## config.mk

```make
export PLATFORM = sky130hd
export DESIGN_NAME = seq_lock
export DESIGN_NICKNAME = d
export VERILOG_FILES = /design/src/rtl/seq_lock.sv
export SDC_FILE = /design/constraint.sdc
export NUM_CORES = 1
export LEC_CHECK = 0
export ABC_AREA = 1
export BUFFER_PORTS_ARGS = -buffer_cell sky130_fd_sc_hd__buf_2
export CAP_MARGIN = 20
export CORE_MARGIN = 8
export CORE_UTILIZATION = 54
export DETAILED_ROUTE_END_ITERATION = 8
export PLACE_DENSITY = 0.8
export RECOVER_POWER = 50
export SETUP_SLACK_MARGIN = 0.15
export SYNTH_ARGS = -nofsm -noshare
export SYNTH_HDL_FRONTEND = slang
export SYNTH_SLANG_ARGS = --single-unit
```

## constraint.sdc

```tcl
create_clock -name clk -period 1.9 [get_ports clk]
set_clock_uncertainty 0.2 [all_clocks]
set_input_delay 0.19 -clock clk [delete_from_list [all_inputs] [get_ports clk]]
set_output_delay 0.19 -clock clk [all_outputs]
set_load 0.01 [all_outputs]
```

## src/rtl/seq_lock.sv

```systemverilog
// seq_lock: two-button sequence lock with failed-attempt lockout,
// inter-press timeout and automatic relock.
// Optional feature macro: SEQ_LOCK_PROG_EN. It adds a prog_in input and a
// PROG state that lets the code be changed while the lock is open.
module seq_lock #(
  parameter int                  CODE_LEN       = 5,
  parameter logic [CODE_LEN-1:0] CODE           = 5'b01011,
  parameter int                  MAX_FAIL       = 3,
  parameter int                  LOCKOUT_CYCLES = 1000,
  parameter int                  OPEN_CYCLES    = 500,
  parameter int                  TIMEOUT_CYCLES = 200
) (
  input  logic       clk,
  input  logic       reset,
  input  logic       b0_in,
  input  logic       b1_in,
`ifdef SEQ_LOCK_PROG_EN
  input  logic       prog_in,
`endif
  output logic       unlocked,
  output logic       locked_out,
  output logic [2:0] state_o,
  output logic [4:0] progress,
  output logic [3:0] fail_cnt
);

  typedef enum logic [2:0] {
    S_IDLE    = 3'd0,
    S_ENTRY   = 3'd1,
    S_OPEN    = 3'd2,
    S_LOCKOUT = 3'd3,
    S_PROG    = 3'd4
  } state_t;

  localparam int CNT_W  = $clog2(CODE_LEN) + 1;
  localparam int FAIL_W = $clog2(MAX_FAIL) + 1;
  localparam int GAP_W  = $clog2(TIMEOUT_CYCLES) + 1;
  localparam int OPEN_W = $clog2(OPEN_CYCLES) + 1;
  localparam int LOCK_W = $clog2(LOCKOUT_CYCLES) + 1;

  localparam logic [CNT_W-1:0]  CNT_FULL  = CNT_W'(CODE_LEN);
  localparam logic [FAIL_W-1:0] FAIL_MAX  = FAIL_W'(MAX_FAIL);
  localparam logic [FAIL_W-1:0] FAIL_LAST = FAIL_W'(MAX_FAIL - 1);
  localparam logic [GAP_W-1:0]  GAP_LAST  = GAP_W'(TIMEOUT_CYCLES - 1);
  localparam logic [OPEN_W-1:0] OPEN_LAST = OPEN_W'(OPEN_CYCLES - 1);
  localparam logic [LOCK_W-1:0] LOCK_LAST = LOCK_W'(LOCKOUT_CYCLES - 1);

  // Shift one digit into the low end of an entry word (first press ends up in the MSB).
  function automatic logic [CODE_LEN-1:0] shift_in(input logic [CODE_LEN-1:0] cur,
                                                   input logic                digit);
    logic [CODE_LEN-1:0] r;
    r    = cur << 1;
    r[0] = digit;
    return r;
  endfunction

  // Synchroniser chains: bit0 = first flop, bit1 = second flop, bit2 = edge-detect history.
  logic [2:0] b0_sync_q;
  logic [2:0] b1_sync_q;
  logic       b0_pulse_s;
  logic       b1_pulse_s;
  logic       press_s;
  logic       digit_s;

  state_t              state_q;
  logic [CNT_W-1:0]    cnt_q;
  logic [FAIL_W-1:0]   fail_q;
  logic [GAP_W-1:0]    gap_q;
  logic [OPEN_W-1:0]   open_q;
  logic [LOCK_W-1:0]   lock_q;
  logic [CODE_LEN-1:0] entry_q;
  logic                unlocked_q;
  logic                locked_out_q;
  logic [CODE_LEN-1:0] active_code_s;

`ifdef SEQ_LOCK_PROG_EN
  logic [2:0]          prog_sync_q;
  logic                prog_pulse_s;
  logic [CODE_LEN-1:0] code_q;

  // Synchronise the raw prog button and keep one cycle of history for edge detection.
  always_ff @(posedge clk) begin
    if (reset) begin
      prog_sync_q <= 3'b000;
    end else begin
      prog_sync_q <= {prog_sync_q[1:0], prog_in};
    end
  end

  assign prog_pulse_s  = prog_sync_q[1] & ~prog_sync_q[2];
  assign active_code_s = code_q;
`else
  assign active_code_s = CODE;
`endif

  // Synchronise both digit buttons and keep one cycle of history for edge detection.
  always_ff @(posedge clk) begin
    if (reset) begin
      b0_sync_q <= 3'b000;
      b1_sync_q <= 3'b000;
    end else begin
      b0_sync_q <= {b0_sync_q[1:0], b0_in};
      b1_sync_q <= {b1_sync_q[1:0], b1_in};
    end
  end

  // Decode press pulses; simultaneous pulses on both buttons are discarded.
  always_comb begin
    b0_pulse_s = b0_sync_q[1] & ~b0_sync_q[2];
    b1_pulse_s = b1_sync_q[1] & ~b1_sync_q[2];
    press_s    = b0_pulse_s ^ b1_pulse_s;
    digit_s    = b1_pulse_s;
  end

  // Lock state machine with registered status flags and saturating timers.
  always_ff @(posedge clk) begin
    if (reset) begin
      state_q      <= S_IDLE;
      cnt_q        <= '0;
      fail_q       <= '0;
      gap_q        <= '0;
      open_q       <= '0;
      lock_q       <= '0;
      entry_q      <= '0;
      unlocked_q   <= 1'b0;
      locked_out_q <= 1'b0;
`ifdef SEQ_LOCK_PROG_EN
      code_q       <= CODE;
`endif
    end else begin
      case (state_q)
        S_IDLE: begin
          unlocked_q   <= 1'b0;
          locked_out_q <= 1'b0;
          gap_q        <= '0;
          open_q       <= '0;
          lock_q       <= '0;
          if (press_s) begin
            entry_q <= shift_in(entry_q, digit_s);
            cnt_q   <= CNT_W'(1);
            state_q <= S_ENTRY;
          end else begin
            cnt_q   <= '0;
          end
        end

        S_ENTRY: begin
          unlocked_q   <= 1'b0;
          locked_out_q <= 1'b0;
          if (cnt_q == CNT_FULL) begin
            cnt_q <= '0;
            gap_q <= '0;
            if (entry_q == active_code_s) begin
              fail_q     <= '0;
              open_q     <= '0;
              unlocked_q <= 1'b1;
              state_q    <= S_OPEN;
            end else begin
              if (fail_q != FAIL_MAX) begin
                fail_q <= fail_q + FAIL_W'(1);
              end
              if (fail_q == FAIL_LAST) begin
                lock_q       <= '0;
                locked_out_q <= 1'b1;
                state_q      <= S_LOCKOUT;
              end else begin
                state_q      <= S_IDLE;
              end
            end
          end else if (press_s) begin
            entry_q <= shift_in(entry_q, digit_s);
            cnt_q   <= cnt_q + CNT_W'(1);
            gap_q   <= '0;
          end else if (gap_q == GAP_LAST) begin
            // Attempt abandoned: failure count is deliberately left untouched.
            cnt_q   <= '0;
            gap_q   <= '0;
            state_q <= S_IDLE;
          end else begin
            gap_q   <= gap_q + GAP_W'(1);
          end
        end

        S_OPEN: begin
          locked_out_q <= 1'b0;
`ifdef SEQ_LOCK_PROG_EN
          if (prog_pulse_s) begin
            cnt_q      <= '0;
            gap_q      <= '0;
            open_q     <= '0;
            unlocked_q <= 1'b0;
            state_q    <= S_PROG;
          end else
`endif
          if (press_s || (open_q == OPEN_LAST)) begin
            // A relocking press is consumed here and never becomes a digit.
            open_q     <= '0;
            unlocked_q <= 1'b0;
            state_q    <= S_IDLE;
          end else begin
            open_q     <= open_q + OPEN_W'(1);
            unlocked_q <= 1'b1;
          end
        end

        S_LOCKOUT: begin
          unlocked_q <= 1'b0;
          if (lock_q == LOCK_LAST) begin
            lock_q       <= '0;
            fail_q       <= '0;
            locked_out_q <= 1'b0;
            state_q      <= S_IDLE;
          end else begin
            lock_q       <= lock_q + LOCK_W'(1);
            locked_out_q <= 1'b1;
          end
        end

`ifdef SEQ_LOCK_PROG_EN
        S_PROG: begin
          unlocked_q   <= 1'b0;
          locked_out_q <= 1'b0;
          if (cnt_q == CNT_FULL) begin
            code_q  <= entry_q;
            cnt_q   <= '0;
            gap_q   <= '0;
            state_q <= S_IDLE;
          end else if (press_s) begin
            entry_q <= shift_in(entry_q, digit_s);
            cnt_q   <= cnt_q + CNT_W'(1);
            gap_q   <= '0;
          end else if (gap_q == GAP_LAST) begin
            cnt_q   <= '0;
            gap_q   <= '0;
            state_q <= S_IDLE;
          end else begin
            gap_q   <= gap_q + GAP_W'(1);
          end
        end
`endif

        default: begin
          cnt_q        <= '0;
          gap_q        <= '0;
          open_q       <= '0;
          lock_q       <= '0;
          unlocked_q   <= 1'b0;
          locked_out_q <= 1'b0;
          state_q      <= S_IDLE;
        end
      endcase
    end
  end

  assign unlocked   = unlocked_q;
  assign locked_out = locked_out_q;
  assign state_o    = state_q;
  assign progress   = 5'(cnt_q);
  assign fail_cnt   = 4'(fail_q);

endmodule

```

==> results by stage <==
Pwr:
- The switching power as a share of total power is between 40% and 50%.
- The net switching power is ~2300 uW.
- The clock network accounts for between 10% and 20% of the total power.
- Dividing total power by cell area gives a power density of 1380 nW/um2.
- The power share of the sequential group is between 20% and 30%.
- The internal portion of the total power is between 2000 and 3000 uW.
- VDD sags by at most 0.000628 V.
- For this design the static power due to leakage is between 0.001 and 0.0015 uW.
- The share of total power in combinational logic is around 60%.

Placement:
- The final weighted congestion in routability-driven placement is just over 0.9.
- Summing all placed instances gives a cell area of roughly 3000 um2.
- The placed wire-length estimate after detailed placement is about 4.3 mm.
- The pre-CTS setup slack is 0.00268 ns.
- The count of buffers inserted at the top-level ports is 14.
- After detailed placement, the design holds a cell count of about 500.

CTS:
- Clock-pin slew was measured on the worst setup and hold paths at ~0.090 ns.
- In this run the deepest clock path goes through 2 buffers.
- TritonCTS built the clock tree.
- Clock tree synthesis inserted a total of 5 buffers.
- The clock root buffer is clkbuf_8.
- The count of clock tree sinks is 52.
- The clock reaches the later pin of the worst-skew pair after about 0.31 ns.
- The CTS H-tree depth is 2.

Worst hold path:
- In this run the worst hold path is classified as in -> reg.

Routing:
- The ratio of routed vias to standard cells is approximately 5.4.
- The length of the first detailed-routing pass in iterations is 4.
- The number of routed nets with antenna violations is 0.
- The average detailed-routed wire length per instance is roughly 14 um.
- Summing over every cut layer, the via total after detailed routing is 2862.
- The final routed wirelength across all metal layers is between 7 and 8 mm.
- In this run, the number of DRC markers left after iteration 0 of detailed routing was between 200 and 300.
- After detailed routing, the number of remaining DRC violations is 0.

Synthesis:
- Sequential elements use between 30 and 40% of the synthesized area.
- The synthesized netlist contains 31 unique library cells.
- During synthesis, Yosys emitted a total of 0 warnings.
- The commonest register cell after synthesis is dfxtp_1.
- Counting flops with a built-in enable in the synthesized netlist gives 0.
- After synthesis the cells add up to 2780 um2.
- In this run, synthesis produced a sequential element count of 52.
- Counting flops with an async set or reset pin after synthesis yields a share of 0%.
- Each instance of the synthesized netlist takes up on average 6.82 um2.
- The instance count of the mapped netlist is 407.

STA:
- The number of setup violations in the final report is 1.
- Across all setup checks in the final design, the least slack found is -0.00113 ns.
- The normalized max-slew margin is roughly 61%.
- The slew at the pin closest to its max-slew limit is about 0.58 ns.
- Setup repair after global routing could not meet its margin everywhere.
- In the finished design, the share of the clock period the worst path needs comes to 100%.
- The sum of negative setup slack is -0.00113 ns.
- The minimum clock period after layout is approximately 1.9 ns.
- The count of final max-slew check failures was 0.
- The hold violation count in the final report came to 0.
- Derived from the worst setup path, the maximum achievable clock frequency is ~530 MHz.

Critical path:
- The element type at the critical path end is a register.
- The endpoint identified for the worst register-to-register timing path is fail_q[0].
- The worst path required time is around 2.0 ns.
- The most critical setup path has its endpoint at fail_q[0].
- The kind of critical path is reg -> reg.
- The largest fanout on the critical path is 4.
- The master of the slowest instance on the critical path is dfxtp_2.
- At the worst endpoint, the arrival time is just under 2 ns.
- The critical path starts at cnt_q[1].
- For this run, the slowest stage of the critical path takes approximately 0.33 ns.
- Traced cell by cell, the critical path runs through inv_2, ha_4, nand2_4, nor2_4, nor2_4, buf_4, a21oi_1, buf_4, nand4_1, nand2_1, inv_1, nor2_1.
- The number of cell instances on the worst register-to-register path is 12.
- Setup slack on the worst reg-to-reg path comes out at -0.001 ns.
- The critical path launch point type is a register.
- The startpoint identified for the worst register-to-register timing path is cnt_q[1].

Outcome:
- The checks that failed: setup timing.
- The flow ran to the end, but the final reports show violations.

Floorplanning:
- The row count is 26.
- The vertical die dimension is 87.7 um.
- The core region is 5040 um2.
- The die covers 7690 um2.
- For this design the top-level I/O count stands at 18.
- The starting density of the core is 55.1%.
- The width of the chip is just under 90 um.

Finish:
- The net count of the finished layout is about 480.
- Compared with the post-synthesis result, the final layout area differs by 34.0%.
- The design area is between 3000 and 4000 um2.
- The share of final-layout standard cells stronger than drive strength 1 is 28.7%.
- The number of antenna diodes in the final layout is 0.
- The number of non-filler instances in the completed layout is 534.

Global routing:
- The overflow left after global routing is 0.
- Entering global routing, the biggest net connects 15 pins.
- The initial antenna violation count is 0.
- The global-route wire length before repair is 10.8 mm.
- The via count of the first global-routing pass is about 2500.
- The global-route total usage across every layer is 17.3%.

Flow run:
- The max-capacitance violation count is 0.
## per-stage QoR
step	utilization, %	hold slack [ns]	power [uW]
6_report	73.8	0.0320	5140
5_1_grt	73.8	0.0419	5430
4_1_cts	65.3	0.0266	4260
3_5_place_dp	59.0	0.206	3160
3_3_place_gp	59.0	0.193	3130
2_1_floorplan	-	0.0970	2740
## Yosys cell counts (4+ instances only)
master	count	area, um2
nand4_1	6	37.5
nand3b_1	4	30.0
xor2_1	6	52.6
nand3_1	30	150
dfxtp_1	52	1040
nor2_4	5	56.3
ha_1	12	150
nand2_1	78	293
nor2_1	80	300
a21oi_1	23	115
o21ai_0	22	110
nor3_1	7	35.0
inv_1	53	199
## critical path, delay by kind of cell, from the launching register on
kind / cells / cell delay [ns]
and+or+nand+nor: 6 / 0.50
buffers and inverters: 4 / 0.40
DFF: 1 / 0.33
AOI/OAI and AO/OA: 1 / 0.24
adders and majority gates: 1 / 0.15
## power groups by stage
stage               logic (uW)  clock network [uW]  registers [uW]
detailed placement        1770                   0            1400
global route              3300                 702            1430
finish                    3080                 651            1410
global placement          1730                   0            1390
CTS                       2210                 669            1380
floorplan                 1340                   0            1400
## cells in the final DEF (no fill, tap or decap), types with 8 or more instances in the layout
cell type	count
o21ai_0	13
nor2_1	64
dfxtp_1	45
nor2_4	14
inv_1	47
nor2_2	8
buf_4	29
nand2_1	70
a21oi_1	16
buf_2	9
nand3_1	23
## repair_timing
action	4_1_cts	5_1_grt
hold buffers	2	0
cloned	0	1
gates resized for setup	27	83
setup buffers	16	12
hold endpoints to repair	2	0
endpoints found under the setup margin	41	43
pin swaps	15	32
## routing by layer
| layer | track usage [%] | vias to the layer above | part of all wire, % |
|---|---|---|---|
| met5 | 0 | - | 0 |
| met4 | 7.81 | 0 | 3.2 |
| met3 | 4.22 | 23 | 5.4 |
| met2 | 28.0 | 104 | 50 |
| met1 | 21.0 | 1339 | 41 |
| li1 | - | 1396 | - |
## registers in the layout, summed over array words and instances (netlist names)
name / cells
entry_q: 5
cnt_q: 4
b0_sync_q: 3
gap_q: 9
open_q: 10
b1_sync_q: 3
unlocked: 1
fail_q: 3
state_o: 2
lock_q: 11
locked_out: 1
## area by class of cell
class                   count  area [um2]
flip-flops and latches     52        1060
multi-input cells         294        1860
clock buffers               8        90.1
well taps                  70        87.6
fillers                   358        1320
inverters                  57         230
repair buffers             53         400
## cells by family after synthesis
family / synth area share (%)
fa+ha+maj: 5.41
xor+xnor: 2.21
flops: 37.5
buf+inv: 9.60
other cells: 0.135
compound gates: 9.24
simple gates: 35.9
## how the worst min path moves through the flow
stage,start,to,slack (ns),cells after the start
final,reset,b1_sync_q[2],0.03,2
after global routing,reset,b0_sync_q[0],0.04,2
after global placement,b0_sync_q[0],b0_sync_q[1],0.19,2
after CTS,reset,b1_sync_q[1],0.03,2
after detailed placement,b0_sync_q[0],b0_sync_q[1],0.21,2
after floorplan,b0_in,b0_sync_q[0],0.1,2
Power figures use the tool's default switching activity.
